## src/rtl/id_ex_stage_pkg.sv

```systemverilog
// Shared types for the ID/EX stage: ALU control codes, ALUOp encodings, funct constants,
// the ID/EX register layout and the operand forwarding helper.
package id_ex_stage_pkg;

  localparam int DW = 32;
  localparam int RW = 5;

  typedef enum logic [3:0] {
    ALU_AND = 4'b0000,
    ALU_OR  = 4'b0001,
    ALU_ADD = 4'b0010,
    ALU_SUB = 4'b0110,
    ALU_SLT = 4'b0111,
    ALU_NOP = 4'b1111
  } alu_ctrl_e;

  typedef enum logic [1:0] {
    ALUOP_ADD   = 2'b00,
    ALUOP_SUB   = 2'b01,
    ALUOP_RTYPE = 2'b10,
    ALUOP_RSVD  = 2'b11
  } alu_op_e;

  localparam logic [5:0] FUNCT_ADD = 6'b100000;
  localparam logic [5:0] FUNCT_SUB = 6'b100010;
  localparam logic [5:0] FUNCT_AND = 6'b100100;
  localparam logic [5:0] FUNCT_OR  = 6'b100101;
  localparam logic [5:0] FUNCT_SLT = 6'b101010;

  typedef struct packed {
    logic          valid;
    logic [RW-1:0] rs;
    logic [RW-1:0] rt;
    logic [RW-1:0] rd;
    logic [DW-1:0] rs_data;
    logic [DW-1:0] rt_data;
    logic [DW-1:0] imm;
    logic [1:0]    alu_op;
    logic [5:0]    funct;
    logic          alu_src;
    logic          reg_dst;
    logic          reg_write;
    logic          mem_read;
    logic          mem_write;
    logic          mem_to_reg;
  } idex_t;

  // MEM result is younger than WB, so it wins; $0 is hardwired and never forwarded.
  function automatic logic [DW-1:0] fwd(
    input logic [RW-1:0] idx,
    input logic [DW-1:0] reg_val,
    input logic          mem_we,
    input logic [RW-1:0] mem_idx,
    input logic [DW-1:0] mem_val,
    input logic          wb_we,
    input logic [RW-1:0] wb_idx,
    input logic [DW-1:0] wb_val
  );
    logic [DW-1:0] res;
    res = reg_val;
    if (idx != '0) begin
      if (mem_we && mem_idx == idx)     res = mem_val;
      else if (wb_we && wb_idx == idx)  res = wb_val;
    end
    return res;
  endfunction

endpackage

```

## src/rtl/id_ex_stage_if.sv

```systemverilog
// Signal bundle between the decode/writeback side and the ID/EX stage.
interface id_ex_stage_if;
  import id_ex_stage_pkg::*;

  logic          flush;
  logic          hold;
  logic          id_valid;
  logic [RW-1:0] id_rs;
  logic [RW-1:0] id_rt;
  logic [RW-1:0] id_rd;
  logic [DW-1:0] id_rs_data;
  logic [DW-1:0] id_rt_data;
  logic [DW-1:0] id_imm;
  logic          id_uses_rt;
  logic [1:0]    id_alu_op;
  logic [5:0]    id_funct;
  logic          id_alu_src;
  logic          id_reg_dst;
  logic          id_reg_write;
  logic          id_mem_read;
  logic          id_mem_write;
  logic          id_mem_to_reg;
  logic          mem_reg_write;
  logic          wb_reg_write;
  logic [RW-1:0] mem_rd;
  logic [RW-1:0] wb_rd;
  logic [DW-1:0] mem_result;
  logic [DW-1:0] wb_result;
  logic          load_use_stall;
  logic          ex_valid;
  logic [DW-1:0] alu_a;
  logic [DW-1:0] alu_b;
  logic [3:0]    alu_ctrl;
  logic [DW-1:0] ex_store_data;
  logic [RW-1:0] ex_dest;
  logic          ex_reg_write;
  logic          ex_mem_read;
  logic          ex_mem_write;
  logic          ex_mem_to_reg;

  modport master (
    output flush, hold, id_valid, id_rs, id_rt, id_rd, id_rs_data, id_rt_data, id_imm,
           id_uses_rt, id_alu_op, id_funct, id_alu_src, id_reg_dst, id_reg_write,
           id_mem_read, id_mem_write, id_mem_to_reg,
           mem_reg_write, wb_reg_write, mem_rd, wb_rd, mem_result, wb_result,
    input  load_use_stall, ex_valid, alu_a, alu_b, alu_ctrl, ex_store_data, ex_dest,
           ex_reg_write, ex_mem_read, ex_mem_write, ex_mem_to_reg
  );

  modport slave (
    input  flush, hold, id_valid, id_rs, id_rt, id_rd, id_rs_data, id_rt_data, id_imm,
           id_uses_rt, id_alu_op, id_funct, id_alu_src, id_reg_dst, id_reg_write,
           id_mem_read, id_mem_write, id_mem_to_reg,
           mem_reg_write, wb_reg_write, mem_rd, wb_rd, mem_result, wb_result,
    output load_use_stall, ex_valid, alu_a, alu_b, alu_ctrl, ex_store_data, ex_dest,
           ex_reg_write, ex_mem_read, ex_mem_write, ex_mem_to_reg
  );

endinterface

```

## src/rtl/id_ex_stage_alu_ctrl_dec.sv

```systemverilog
// ALUOp/funct to ALUControl decoder, purely combinational.
module alu_ctrl_dec
  import id_ex_stage_pkg::*;
(
  input  logic [1:0] alu_op,
  input  logic [5:0] funct,
  output logic [3:0] alu_ctrl
);

  always_comb begin
    alu_ctrl = ALU_NOP;
    case (alu_op)
      ALUOP_ADD:   alu_ctrl = ALU_ADD;
      ALUOP_SUB:   alu_ctrl = ALU_SUB;
      ALUOP_RTYPE: begin
        case (funct)
          FUNCT_ADD: alu_ctrl = ALU_ADD;
          FUNCT_SUB: alu_ctrl = ALU_SUB;
          FUNCT_AND: alu_ctrl = ALU_AND;
          FUNCT_OR:  alu_ctrl = ALU_OR;
          FUNCT_SLT: alu_ctrl = ALU_SLT;
          default:   alu_ctrl = ALU_NOP;
        endcase
      end
      default:     alu_ctrl = ALU_NOP;
    endcase
  end

endmodule

```

## src/rtl/id_ex_stage.sv

```systemverilog
// ID/EX pipeline register with EX-stage forwarding, immediate select and load-use detection.
// One cycle ID->EX; hold freezes the register, flush/stall insert a bubble.
module id_ex_stage
  import id_ex_stage_pkg::*;
(
  input logic         clk,
  input logic         rst_n,
  id_ex_stage_if.slave bus
);

  idex_t         id_in;
  idex_t         ex;
  logic [RW-1:0] dest;
  logic          stall;
  logic [DW-1:0] fwd_rs;
  logic [DW-1:0] fwd_rt;

  always_comb begin
    id_in            = '0;
    id_in.valid      = bus.id_valid;
    id_in.rs         = bus.id_rs;
    id_in.rt         = bus.id_rt;
    id_in.rd         = bus.id_rd;
    id_in.rs_data    = bus.id_rs_data;
    id_in.rt_data    = bus.id_rt_data;
    id_in.imm        = bus.id_imm;
    id_in.alu_op     = bus.id_alu_op;
    id_in.funct      = bus.id_funct;
    id_in.alu_src    = bus.id_alu_src;
    id_in.reg_dst    = bus.id_reg_dst;
    id_in.reg_write  = bus.id_reg_write;
    id_in.mem_read   = bus.id_mem_read;
    id_in.mem_write  = bus.id_mem_write;
    id_in.mem_to_reg = bus.id_mem_to_reg;
  end

  assign dest = ex.reg_dst ? ex.rd : ex.rt;

  // Hold means EX is not advancing, so the load cannot collide with ID yet.
  assign stall = !bus.hold && ex.valid && ex.mem_read && (dest != '0) && bus.id_valid &&
                 ((dest == bus.id_rs) || (bus.id_uses_rt && (dest == bus.id_rt)));

  always_ff @(posedge clk or negedge rst_n) begin
    if (!rst_n)         ex <= '0;
    else if (bus.flush) ex <= '0;
    else if (bus.hold)  ex <= ex;
    else if (stall)     ex <= '0;
    else                ex <= id_in;
  end

  assign fwd_rs = fwd(ex.rs, ex.rs_data, bus.mem_reg_write, bus.mem_rd, bus.mem_result,
                      bus.wb_reg_write, bus.wb_rd, bus.wb_result);
  assign fwd_rt = fwd(ex.rt, ex.rt_data, bus.mem_reg_write, bus.mem_rd, bus.mem_result,
                      bus.wb_reg_write, bus.wb_rd, bus.wb_result);

  // A bubble has alu_op 00, which decodes to ADD as required for an idle ALU.
  alu_ctrl_dec u_dec (
    .alu_op   (ex.alu_op),
    .funct    (ex.funct),
    .alu_ctrl (bus.alu_ctrl)
  );

  assign bus.load_use_stall = stall;
  assign bus.ex_valid       = ex.valid;
  assign bus.alu_a          = fwd_rs;
  assign bus.alu_b          = ex.alu_src ? ex.imm : fwd_rt;
  assign bus.ex_store_data  = fwd_rt;
  assign bus.ex_dest        = dest;
  assign bus.ex_reg_write   = ex.reg_write;
  assign bus.ex_mem_read    = ex.mem_read;
  assign bus.ex_mem_write   = ex.mem_write;
  assign bus.ex_mem_to_reg  = ex.mem_to_reg;

endmodule
```

## src/flat_wrapper.sv

```systemverilog
// flat-port wrapper written by rule: the top's interface ports become plain ports
module id_ex_stage_flat import id_ex_stage_pkg::*;
  (clk, rst_n, bus_flush, bus_hold, bus_id_valid, bus_id_rs, bus_id_rt, bus_id_rd, bus_id_rs_data, bus_id_rt_data, bus_id_imm, bus_id_uses_rt, bus_id_alu_op, bus_id_funct, bus_id_alu_src, bus_id_reg_dst, bus_id_reg_write, bus_id_mem_read, bus_id_mem_write, bus_id_mem_to_reg, bus_mem_reg_write, bus_wb_reg_write, bus_mem_rd, bus_wb_rd, bus_mem_result, bus_wb_result, bus_load_use_stall, bus_ex_valid, bus_alu_a, bus_alu_b, bus_alu_ctrl, bus_ex_store_data, bus_ex_dest, bus_ex_reg_write, bus_ex_mem_read, bus_ex_mem_write, bus_ex_mem_to_reg);
  id_ex_stage_if bus_i ();
  input logic clk;
  input logic rst_n;
  input wire logic [$bits(bus_i.flush)-1:0] bus_flush;
  input wire logic [$bits(bus_i.hold)-1:0] bus_hold;
  input wire logic [$bits(bus_i.id_valid)-1:0] bus_id_valid;
  input wire logic [$bits(bus_i.id_rs)-1:0] bus_id_rs;
  input wire logic [$bits(bus_i.id_rt)-1:0] bus_id_rt;
  input wire logic [$bits(bus_i.id_rd)-1:0] bus_id_rd;
  input wire logic [$bits(bus_i.id_rs_data)-1:0] bus_id_rs_data;
  input wire logic [$bits(bus_i.id_rt_data)-1:0] bus_id_rt_data;
  input wire logic [$bits(bus_i.id_imm)-1:0] bus_id_imm;
  input wire logic [$bits(bus_i.id_uses_rt)-1:0] bus_id_uses_rt;
  input wire logic [$bits(bus_i.id_alu_op)-1:0] bus_id_alu_op;
  input wire logic [$bits(bus_i.id_funct)-1:0] bus_id_funct;
  input wire logic [$bits(bus_i.id_alu_src)-1:0] bus_id_alu_src;
  input wire logic [$bits(bus_i.id_reg_dst)-1:0] bus_id_reg_dst;
  input wire logic [$bits(bus_i.id_reg_write)-1:0] bus_id_reg_write;
  input wire logic [$bits(bus_i.id_mem_read)-1:0] bus_id_mem_read;
  input wire logic [$bits(bus_i.id_mem_write)-1:0] bus_id_mem_write;
  input wire logic [$bits(bus_i.id_mem_to_reg)-1:0] bus_id_mem_to_reg;
  input wire logic [$bits(bus_i.mem_reg_write)-1:0] bus_mem_reg_write;
  input wire logic [$bits(bus_i.wb_reg_write)-1:0] bus_wb_reg_write;
  input wire logic [$bits(bus_i.mem_rd)-1:0] bus_mem_rd;
  input wire logic [$bits(bus_i.wb_rd)-1:0] bus_wb_rd;
  input wire logic [$bits(bus_i.mem_result)-1:0] bus_mem_result;
  input wire logic [$bits(bus_i.wb_result)-1:0] bus_wb_result;
  output wire logic [$bits(bus_i.load_use_stall)-1:0] bus_load_use_stall;
  output wire logic [$bits(bus_i.ex_valid)-1:0] bus_ex_valid;
  output wire logic [$bits(bus_i.alu_a)-1:0] bus_alu_a;
  output wire logic [$bits(bus_i.alu_b)-1:0] bus_alu_b;
  output wire logic [$bits(bus_i.alu_ctrl)-1:0] bus_alu_ctrl;
  output wire logic [$bits(bus_i.ex_store_data)-1:0] bus_ex_store_data;
  output wire logic [$bits(bus_i.ex_dest)-1:0] bus_ex_dest;
  output wire logic [$bits(bus_i.ex_reg_write)-1:0] bus_ex_reg_write;
  output wire logic [$bits(bus_i.ex_mem_read)-1:0] bus_ex_mem_read;
  output wire logic [$bits(bus_i.ex_mem_write)-1:0] bus_ex_mem_write;
  output wire logic [$bits(bus_i.ex_mem_to_reg)-1:0] bus_ex_mem_to_reg;
  assign bus_i.flush = bus_flush;
  assign bus_i.hold = bus_hold;
  assign bus_i.id_valid = bus_id_valid;
  assign bus_i.id_rs = bus_id_rs;
  assign bus_i.id_rt = bus_id_rt;
  assign bus_i.id_rd = bus_id_rd;
  assign bus_i.id_rs_data = bus_id_rs_data;
  assign bus_i.id_rt_data = bus_id_rt_data;
  assign bus_i.id_imm = bus_id_imm;
  assign bus_i.id_uses_rt = bus_id_uses_rt;
  assign bus_i.id_alu_op = bus_id_alu_op;
  assign bus_i.id_funct = bus_id_funct;
  assign bus_i.id_alu_src = bus_id_alu_src;
  assign bus_i.id_reg_dst = bus_id_reg_dst;
  assign bus_i.id_reg_write = bus_id_reg_write;
  assign bus_i.id_mem_read = bus_id_mem_read;
  assign bus_i.id_mem_write = bus_id_mem_write;
  assign bus_i.id_mem_to_reg = bus_id_mem_to_reg;
  assign bus_i.mem_reg_write = bus_mem_reg_write;
  assign bus_i.wb_reg_write = bus_wb_reg_write;
  assign bus_i.mem_rd = bus_mem_rd;
  assign bus_i.wb_rd = bus_wb_rd;
  assign bus_i.mem_result = bus_mem_result;
  assign bus_i.wb_result = bus_wb_result;
  assign bus_load_use_stall = bus_i.load_use_stall;
  assign bus_ex_valid = bus_i.ex_valid;
  assign bus_alu_a = bus_i.alu_a;
  assign bus_alu_b = bus_i.alu_b;
  assign bus_alu_ctrl = bus_i.alu_ctrl;
  assign bus_ex_store_data = bus_i.ex_store_data;
  assign bus_ex_dest = bus_i.ex_dest;
  assign bus_ex_reg_write = bus_i.ex_reg_write;
  assign bus_ex_mem_read = bus_i.ex_mem_read;
  assign bus_ex_mem_write = bus_i.ex_mem_write;
  assign bus_ex_mem_to_reg = bus_i.ex_mem_to_reg;
  id_ex_stage u_core (.clk(clk), .rst_n(rst_n), .bus(bus_i));
endmodule
```

## config.mk

```make
export PLATFORM = sky130hd
export DESIGN_NAME = id_ex_stage_flat
export DESIGN_NICKNAME = d
export VERILOG_FILES = /design/src/rtl/id_ex_stage_pkg.sv /design/src/rtl/id_ex_stage_if.sv /design/src/rtl/id_ex_stage_alu_ctrl_dec.sv /design/src/rtl/id_ex_stage.sv /design/src/flat_wrapper.sv
export SDC_FILE = /design/constraint.sdc
export NUM_CORES = 1
export LEC_CHECK = 0
export CAP_MARGIN = 5
export CORE_ASPECT_RATIO = 0.8
export CORE_MARGIN = 4
export CORE_UTILIZATION = 40
export CTS_BUF_LIST = sky130_fd_sc_hd__clkbuf_8 sky130_fd_sc_hd__clkbuf_16
export CTS_CLUSTER_DIAMETER = 150
export DETAILED_ROUTE_END_ITERATION = 6
export DONT_BUFFER_PORTS = 1
export GPL_TIMING_DRIVEN = 0
export HOLD_SLACK_MARGIN = 0.15
export PLACE_DENSITY_LB_ADDON = 0.12
export SKIP_CTS_REPAIR_TIMING = 1
export SLEW_MARGIN = 40
export SYNTH_ARGS = -nofsm -noshare
export SYNTH_HDL_FRONTEND = slang
export SYNTH_SLANG_ARGS = --single-unit
```

## constraint.sdc

```tcl
create_clock -name clk -period 2.4 [get_ports clk]
set_input_delay 0 -clock clk [delete_from_list [all_inputs] [get_ports clk]]
set_output_delay 0 -clock clk [all_outputs]
set_load 0.01 [all_outputs]
```

==> impl_results.md <==
* Standard cell core area at 20090 um^2
* Post-layout instance count excluding filler cells at 1494
* Number of flip-flops under the largest register name at 121
* Horizontal extent of the die at 169.0 um
* Violated checks: hold timing, setup timing
* DRC viols at 0
* Peak supply drop at 0.4363 mV
* Number of iterations in the first detailed-routing pass at 6
* Area overhead of the layout relative to synthesis at 46.39%
* Core Rows at 46
* Async S/R FF share, synth at 1.000
* Cells after Synth at 1058
* Max capacitance violation total at 0
* Total power per unit cell area at 523.7 nW/um^2
* Startpoint of the worst-slack reg-to-reg timing path: u_core.ex[115]
* Cell type contributing the most total cell area after synthesis: sky130_fd_sc_hd__dfrtp_1
* TritonCTS Buffers at 17
* Number of routed nets with antenna violations at 0
* Synth warnings at 0
* Crit path DAT at 2.55 ns
* Area of the die at 23130 um^2
* Detailed Place HPWL at 25830 um
* Top-count cell post-synth: sky130_fd_sc_hd__a21oi_1
* Flop and latch count out of synthesis at 126
* Final slew viol count at 0
* Port Buffers at 0
* Register clock-pin slew on the reported worst setup and hold paths at 0.06 ns
* Maximum buffer depth of the clock tree at 2
* Sinks on Clock Net at 126
* Storage cell area at 3158 um^2
* Highest achievable clock rate at 391.6 MHz
* Type of the tightest min-delay check: input port to asynchronous set/reset pin
* Worst-path maximum fanout at 10
* Unrepaired setup endpoints after global routing: yes
* Crit Reg-Reg Endpoint: u_core.ex[21]
* Mean cell area of the mapped netlist at 7.844 um^2
* Number of antenna cells inserted at 0
* Run status: finished with violations
* Cell types occupying the most area after synthesis: sky130_fd_sc_hd__dfrtp_1, sky130_fd_sc_hd__a21oi_1, sky130_fd_sc_hd__nor2b_1
* Required time at the endpoint of the critical path at 2.40 ns
* Area share of the largest cell type after synthesis at 0.3799
* Transition time at the pin with the least slew margin at 1.052 ns
* TNS Setup at -4.234 ns
* Setup Skew at 0.01758 ns
* Last weighted congestion value of the routability-driven placer at 0.8646
* Leftover overflow at the end of global routing at 0
* Initial detailed-routing violation count at 658
* Pleak at 4.654 nW
* Via count of the first global-routing pass at 7927
* Post-DR wirelength/cell at 24.42 um
* Most used flip-flop cell after synthesis: sky130_fd_sc_hd__dfrtp_1
* TritonCTS clock tree: built
* Worst Hold Margin at -0.7369 ns
* Boundary Pins at 318
* PnR worst setup slack at -0.1539 ns
* Crit end category: output port
* Worst reg-to-reg path cell count at 9
* Hold violation total from the final report at 126
* Reg2reg setup slack at 0.07 ns
* Largest net degree at the start of global routing at 127
* Top register by number of flip-flops: u_core.ex
* Minimum clock period after layout at 2.554 ns
* Total area of multi-input combinational cells at 5899 um^2
* Final net count at 1425
* Synth Net Count at 1265
* Post-Synthesis Cell Area at 8299 um^2
* Max_slew headroom at 0.2985
* Initial antenna violation count at 0
* Kind of start point of the critical path: register
* Total Routing Usage GR at 0.2840
* # fillers at 1780
* Fraction of the cycle the final worst path needs at 1.064
* Wire length of the first global-routing pass at 49550 um
* Die outline height at 136.8 um
* Placed cell count at 1322
* Buffer type at the clock tree root: sky130_fd_sc_hd__clkbuf_16
* Count of flip-flops with a built-in enable after synthesis at 0
* Routed WL at 36490 um
* Share of layout cells above drive strength 1 at 0.2447
* Crit Path Class: register to output port
* Total via count in the routed design at 8835
* Initial standard-cell utilization of the core at 0.4132
* Avg Vias per Cell at 5.914
* List of most frequent post-synthesis cells: sky130_fd_sc_hd__a21oi_1, sky130_fd_sc_hd__nand2_1, sky130_fd_sc_hd__dfrtp_1
* Distinct cell type count after synthesis at 37
* Total of endpoints with negative setup slack in the final report at 56
* Sequential element share of the synthesized area at 0.3799
* Clock latency on the worst-skew pair at 0.43 ns
* CTS H-tree depth at 4
[worst max-delay path: stages, from the launching register on]
cell and delay [ns]:
sky130_fd_sc_hd__dfrtp_2 0.47, sky130_fd_sc_hd__xnor2_1 0.17, sky130_fd_sc_hd__nand4_1 0.18, sky130_fd_sc_hd__nor3_4 0.14, sky130_fd_sc_hd__buf_4 0.23, sky130_fd_sc_hd__buf_8 0.23
sky130_fd_sc_hd__a31oi_4 0.12, sky130_fd_sc_hd__o22a_2 0.25, sky130_fd_sc_hd__mux2_2 0.31
[cells by family after synthesis]
family,count (synthesis),synth area share
AOI/OAI and AO/OA,375,0.2619
and+or+nand+nor,348,0.2046
buffers and inverters,142,0.07236
DFF,126,0.3799
muxes,37,0.04960
xor gates and xnor gates,30,0.03166
[cell type report]
class	instances	share of cell area
Clock buffer	18	0.03615
Clock inverter	13	0.01153
Tap cell	264	0.02719
Buffer	102	0.05005
Multi-Input combinational cell	790	0.4856
Inverter	37	0.01143
Sequential cell	126	0.2599
Timing Repair Buffer	144	0.1181
[stage by stage]
| step | instance area, um^2 | setup WS [ns] | hold WS [ns] | total power (W) | util |
|---|---|---|---|---|---|
| 2_1_floorplan | 8299 | 0.4566 | -0.2956 | 0.003061 | - |
| 3_3_place_gp | 8630 | -0.3585 | -0.2904 | 0.003335 | 0.4296 |
| 3_5_place_dp | 8631 | -0.3486 | -0.2897 | 0.003339 | 0.4297 |
| 4_1_cts | 9210 | -0.8254 | -0.7406 | 0.005930 | 0.4585 |
| 5_1_grt | 12150 | -0.2208 | -0.7535 | 0.006582 | 0.6048 |
| 6_report | 12150 | -0.1539 | -0.7369 | 0.006362 | 0.6048 |
[worst max-delay path by stage]
stage | from | endpoint | slack, ns | cells after the start
floorplan | u_core.ex[115] | bus_alu_b[10] | 0.46 | 5
global placement | bus_hold | u_core.ex[69] | -0.36 | 6
detailed placement | u_core.ex[115] | bus_alu_b[3] | -0.35 | 7
CTS | u_core.ex[115] | bus_alu_b[3] | -0.83 | 7
global route | u_core.ex[117] | bus_alu_b[27] | -0.22 | 9
finish | u_core.ex[117] | bus_alu_b[7] | -0.15 | 8
[routing by layer]
metal | share of wire | vias to the layer above | global-route usage | routed length (um)
li1 | - | 4018 | - | -
met5 | 0 | - | 0 | 0
met4 | 0.018 | 0 | 0.05945 | 670
met1 | 0.43 | 4304 | 0.3932 | 15640
met3 | 0.094 | 53 | 0.09587 | 3431
met2 | 0.46 | 460 | 0.4356 | 16750
[power breakdown]
| part | total [W] | switching (W) | internal, W |
|---|---|---|---|
| combinational | 0.00140 | 0.000793 | 0.000608 |
| sequential | 0.00235 | 0.000108 | 0.00225 |
| clock | 0.00261 | 0.00105 | 0.00155 |
| total | 0.00636 | 0.00195 | 0.00441 |
[layout by cell type (no fill, tap or decap), types with 7 or more instances in the layout]
| master | n |
|---|---|
| sky130_fd_sc_hd__a21oi_1 | 114 |
| sky130_fd_sc_hd__a32oi_1 | 14 |
| sky130_fd_sc_hd__buf_4 | 18 |
| sky130_fd_sc_hd__a31oi_4 | 23 |
| sky130_fd_sc_hd__buf_8 | 7 |
| sky130_fd_sc_hd__dlygate4sd3_1 | 126 |
| sky130_fd_sc_hd__mux2_4 | 18 |
| sky130_fd_sc_hd__a21oi_2 | 25 |
| sky130_fd_sc_hd__dfrtp_1 | 122 |
| sky130_fd_sc_hd__o21ai_0 | 97 |
| sky130_fd_sc_hd__xnor2_1 | 11 |
| sky130_fd_sc_hd__clkbuf_16 | 17 |
| sky130_fd_sc_hd__nand2_1 | 131 |
| sky130_fd_sc_hd__clkbuf_1 | 60 |
| sky130_fd_sc_hd__o21ai_1 | 10 |
| sky130_fd_sc_hd__inv_1 | 37 |
| sky130_fd_sc_hd__o22ai_2 | 24 |
| sky130_fd_sc_hd__o22ai_1 | 8 |
| sky130_fd_sc_hd__nor3_2 | 23 |
| sky130_fd_sc_hd__nor2_4 | 8 |
| sky130_fd_sc_hd__buf_6 | 17 |
| sky130_fd_sc_hd__o22a_4 | 27 |
| sky130_fd_sc_hd__nor2_1 | 26 |
| sky130_fd_sc_hd__nor2b_1 | 114 |
| sky130_fd_sc_hd__nand3_1 | 17 |
| sky130_fd_sc_hd__nor3_4 | 7 |
| sky130_fd_sc_hd__mux2_2 | 15 |
| sky130_fd_sc_hd__xor2_1 | 17 |
(Power assumes the default switching activity.)
